[config.mk]
export PLATFORM = sky130hd
export DESIGN_NAME = tmr_resync_controller
export DESIGN_NICKNAME = d
export VERILOG_FILES = /design/src/rtl/tmr_pkg.sv /design/src/rtl/tmr_reset_sync.sv /design/src/rtl/tmr_resync_controller.sv
export SDC_FILE = /design/constraint.sdc
export NUM_CORES = 1
export LEC_CHECK = 0
export ABC_AREA = 1
export BUFFER_PORTS_ARGS = -buffer_cell sky130_fd_sc_hd__buf_2
export CAP_MARGIN = 5
export CORE_MARGIN = 5
export CORE_UTILIZATION = 45
export CTS_CLUSTER_SIZE = 8
export DETAILED_ROUTE_END_ITERATION = 6
export GPL_ROUTABILITY_DRIVEN = 0
export PLACE_DENSITY = 0.77
export SLEW_MARGIN = 20
export SYNTH_ARGS = -nofsm -noshare
export SYNTH_HDL_FRONTEND = slang
export SYNTH_SLANG_ARGS = --single-unit
export TNS_END_PERCENT = 10
[constraint.sdc]
create_clock -name clk -period 1.96 [get_ports clk]
set_input_delay 0.196 -clock clk [delete_from_list [all_inputs] [get_ports clk]]
set_output_delay 0.196 -clock clk [all_outputs]
set_load 0.01 [all_outputs]
[src/rtl/tmr_pkg.sv]
// tmr_pkg: FSM state encoding and parameter defaults for the TMR resync controller
package tmr_pkg;
  typedef enum logic [1:0] {HOLD = 2'd0, RUN = 2'd1, LOCKOUT = 2'd2} state_t;
  localparam int DEF_N_CORES     = 3;
  localparam int DEF_SYNC_STAGES = 2;
  localparam int DEF_HOLD_CYCLES = 16;
  localparam int DEF_CNT_W       = 8;
  localparam int DEF_MAX_RESYNC  = 3;
endpackage

[src/rtl/tmr_reset_sync.sv]
// tmr_reset_sync: async-assert, sync-deassert reset synchronizer
module tmr_reset_sync
  import tmr_pkg::*;
#(
  parameter int SYNC_STAGES = DEF_SYNC_STAGES
) (
  input  logic clk,
  input  logic rst_n_in,
  output logic rst_sync_n
);
  logic [SYNC_STAGES-1:0] sr;
  always_ff @(posedge clk or negedge rst_n_in)
    if (!rst_n_in) sr <= '0;
    else sr <= {sr[SYNC_STAGES-2:0], 1'b1};
  assign rst_sync_n = sr[SYNC_STAGES-1];
endmodule

[src/rtl/tmr_resync_controller.sv]
// tmr_resync_controller: holds lockstep cores in reset, releases them together,
// and re-synchronizes them on fault or request until the resync budget runs out
module tmr_resync_controller
  import tmr_pkg::*;
#(
  parameter int N_CORES     = DEF_N_CORES,
  parameter int SYNC_STAGES = DEF_SYNC_STAGES,
  parameter int HOLD_CYCLES = DEF_HOLD_CYCLES,
  parameter int CNT_W       = DEF_CNT_W,
  parameter int MAX_RESYNC  = DEF_MAX_RESYNC
) (
  input  logic               clk,
  input  logic               rst_n_in,
  input  logic [N_CORES-1:0] fault_in,
  input  logic               resync_req,
  output logic [N_CORES-1:0] rst_n_core,
  output logic               sync_active,
  output logic [CNT_W-1:0]   sync_counter,
  output logic [3:0]         resync_count,
  output logic [N_CORES-1:0] fault_mask,
  output logic               lockout,
  output logic [1:0]         state
);
  logic               rst_sync_n;
  state_t             state_q, state_d;
  logic [7:0]         hold_q, hold_d;
  logic [CNT_W-1:0]   cnt_d;
  logic [3:0]         rc_d;
  logic [N_CORES-1:0] mask_d;
  logic               req_q;
  logic               trig;
  tmr_reset_sync #(.SYNC_STAGES(SYNC_STAGES)) u_sync (
    .clk        (clk),
    .rst_n_in   (rst_n_in),
    .rst_sync_n (rst_sync_n)
  );
  always_ff @(posedge clk or negedge rst_sync_n)
    if (!rst_sync_n) begin
      state_q      <= HOLD;
      hold_q       <= '0;
      sync_counter <= '0;
      resync_count <= '0;
      fault_mask   <= '0;
      req_q        <= 1'b0;
    end else begin
      state_q      <= state_d;
      hold_q       <= hold_d;
      sync_counter <= cnt_d;
      resync_count <= rc_d;
      fault_mask   <= mask_d;
      req_q        <= resync_req;
    end
  // a fault and a request edge on the same cycle form a single event
  assign trig = (|fault_in) | (resync_req & ~req_q);
  always_comb begin
    state_d = state_q;
    hold_d  = hold_q;
    cnt_d   = sync_counter;
    rc_d    = resync_count;
    mask_d  = fault_mask;
    case (state_q)
      HOLD: begin
        hold_d = hold_q + 1'b1;
        if (hold_q == 8'(HOLD_CYCLES - 1)) begin
          state_d = RUN;
          hold_d  = '0;
        end
      end
      RUN:
        if (trig) begin
          mask_d  = fault_mask | fault_in;
          cnt_d   = '0;
          hold_d  = '0;
          state_d = resync_count < 4'(MAX_RESYNC) ? HOLD : LOCKOUT;
          rc_d    = resync_count < 4'(MAX_RESYNC) ? resync_count + 1'b1 : resync_count;
        end else cnt_d = &sync_counter ? sync_counter : sync_counter + 1'b1;
      LOCKOUT: state_d = LOCKOUT;
      default: state_d = HOLD;
    endcase
  end
  // core resets are released exactly while the registered state is RUN
  assign rst_n_core  = {N_CORES{state_q == RUN}};
  assign sync_active = state_q == RUN;
  assign lockout     = state_q == LOCKOUT;
  assign state       = state_q;
endmodule

==> results.toml <==
[finish]
stdcell_count = 251
design_area_sq_mm = 0.00170
layout_commonest_cell = "nand2_1"
nNetsFinal = 217
mostFrequentLayoutCells = "47 x nand2_1, 28 x dfrtp_1, 27 x buf_2"
syn_to_final_growth_pct = 15.9
diodes = 0
drive_above_1_share_pct = 21.7
fillerInstances = 287

[global_route]
first_global_vias = 1110
antenna_found_initial = 0
grt-ovfl-total = 0
grt_max_degree = 17
grt_use_total_pct = 14.7
grt_pass1_wl_mm = 5.03

[sta]
hold_viol = 0
fmax_ghz = 0.692
holdWs_ns = 0.0958
min_period_ns = 1.44
setup_tns_ns = 0
min_period_over_period_pct = 73.7
slew_violations = 0
finalSetupViolCount = 0
grt_setup_unrepaired = "false"
finClkSkew_ns = 0.00301

[pwr]
p_seq_share_pct = 46.2
p_int_w = 0.00117
switching_power_w = 0.000678
peakVddDrop_uv = 676
comb_power_share_pct = 33.8
power.total_w = 0.00185
clkPwrFrac_pct = 20.1
power_per_cell_area_mw_per_mm2 = 1090
power_leakage_nw = 0.888
swShare_pct = 36.6

[detailed_routing]
wl_mm = 2.80
dr.first_iter.drc_count = 71
vias_per_cell = 4.96
met2_length_mm = 1.24
wl_per_cell_um = 11.2
wl_met1_mm = 1.36
postRouteAntennaNets = 0
drt_first_pass_iters = 4
num_vias = 1244
drc = 0
dr_wl_met3_um = 178
highest-signal-layer = "met4"

[clocking]
post-cts-setup-buffer-count = 0
insertion_delay_ns = 0.33
htree_levels = 1
cts_made_buffers = 3
postCtsHoldBufs = 2
cts_root_buf = "clkbuf_4"
cts_tree = "yes"
path_clk_slew_ns = 0.14
cts_sinks = 28
cts.path.max_buffers = 2
ctsResizeCount = 0

[die]
dieHeight_um = 67.1
io_pins = 28
start_util_pct = 47.6
die-area_sq_mm = 0.00450
die_w_um = 67.1
core_sq_mm = 0.00308
rows = 20

[worst_setup_path]
cp-start-kind = "input pin"
rrSetupSlack_ns = 0.53
cp-endpoint = "resync_count[0]$_DFFE_PN0P_"
critPathCaptureType = "flop"
r2r-end = "sync_counter[5]$_DFFE_PN0P_"
crit_fanout = 12
cp-startpoint = "resync_req"
crit_type = "input pin to flop"
worstPathRequired_ns = 2.20
r2r_start = "sync_counter[0]$_DFFE_PN0P_"
r2r_cells = 7
arrival_ns = 1.68

[synth]
mappedNetlistArea_sq_mm = 0.00147
synth.net_count = 188
ys_seq_elements = 28
synth-main-ff-cell = "dfrtp_1"
ys_seq_area_share_pct = 47.8
ys_types = 28
ys_warn_count = 0
syn_area_per_cell_sq_um = 8.19
synth_top_area_share_pct = 47.8
yosys.area.top_type = "dfrtp_1"
synth_area_leaders = "dfrtp_1 48%, nand2_1 12%, nand3_1 7.2%"
synth_edf_count = 0
syn_inst = 179
async_reset_ff_share_pct = 100

[outcome]
status = "complete, no violations"

[place]
dp_hpwl_mm = 2.15
numPortBuffers = 27
place_area_sq_mm = 0.00163
dp.cells = 245

[min_path]
hold_class = "input pin to flop"

[flow_run]
drv_cap = 0
per-stage QoR:
| step | setup WS (ns) | util (%) |
|---|---|---|
| floorplan | 0.677 | - |
| global placement | 0.619 | 52.8 |
| detailed placement | 0.573 | 52.8 |
| CTS | 0.501 | 55.2 |
| global route | 0.372 | 55.2 |
| finish | 0.516 | 55.2 |
worst max-delay path: stages:
cell and delay [ns]:
dlygate4sd3_1 0.54, buf_2 0.13, nand2_1 0.09, nand3_4 0.13
nand2_2 0.24, inv_1 0.09, nand2_1 0.10, inv_1 0.06
nand2_1 0.05, nand2_1 0.05
power by group through the flow:
stage          Sequential, W  Combinational, W  Clock, W
2_1_floorplan       0.000880          0.000427         0
3_3_place_gp        0.000867          0.000617         0
3_5_place_dp        0.000868          0.000632         0
4_1_cts             0.000856          0.000639  0.000388
5_1_grt             0.000882          0.000729  0.000412
6_report            0.000855          0.000625  0.000371
routing by layer:
layer,up-vias,GRT usage (%)
met3,2,3.71
met4,0,5.32
met5,-,0
li1,633,-
met2,36,21.1
met1,573,21.1
worst min-delay path by stage:
stage | startpoint | to | slack, ns | cells after the start
finish | fault_in[1] | fault_mask[1]$_DFFE_PN0P_ | 0.1 | 2
detailed placement | rst_n_in | u_sync.sr[1]$_DFF_PN0_ | -0.02 | 1
global placement | rst_n_in | u_sync.sr[0]$_DFF_PN0_ | -0.02 | 1
global route | fault_in[1] | fault_mask[1]$_DFFE_PN0P_ | 0.08 | 2
floorplan | rst_n_in | u_sync.sr[0]$_DFF_PN0_ | -0.1 | 0
CTS | fault_in[1] | fault_mask[1]$_DFFE_PN0P_ | 0.08 | 2
final cells by class:
type                            instances  area (sq um)  area share, %
Tap cell                               44          55.1           3.24
Sequential cell                        28           701           41.2
Timing Repair Buffer                   30           163           9.57
Multi-Input combinational cell        126           654           38.5
Clock inverter                          1          30.0           1.77
Inverter                               19          73.8           4.34
Clock buffer                            3          22.5           1.33
synth_stat cells (2+ instances only):
| cell | n |
|---|---|
| nand2_1 | 47 |
| buf_4 | 4 |
| dfrtp_1 | 28 |
| nor3_1 | 2 |
| nand3_1 | 21 |
| o21bai_1 | 3 |
| xnor2_1 | 2 |
| ha_1 | 3 |
| inv_1 | 17 |
| clkbuf_1 | 2 |
| nand2_2 | 4 |
| nor2_2 | 2 |
| nor2_8 | 2 |
| a21oi_1 | 4 |
| nor2_1 | 18 |
| o21ai_0 | 3 |
| o21ai_1 | 6 |
cells by family (layout without fill, tap and decap cells):
logic type               Yosys count  after routing  share of synthesized area (%)
flip-flops                        28             28                           47.8
other                              1              1                          0.256
XOR/XNOR                           3              3                           1.79
adder cells (fa/ha/maj)            3              3                           2.56
buffers and inverters             25             53                           7.59
AND/OR/NAND/NOR                   98             98                           31.4
AO/OA/AOI/OAI                     21             21                           8.62
registers in the layout, summed over array words and instances (netlist names):
signal        flops
hold_q            8
req_q             1
state             2
fault_mask        3
u_sync.sr         2
sync_counter      8
resync_count      4
Note: power is estimated with default switching activity, not from simulation.
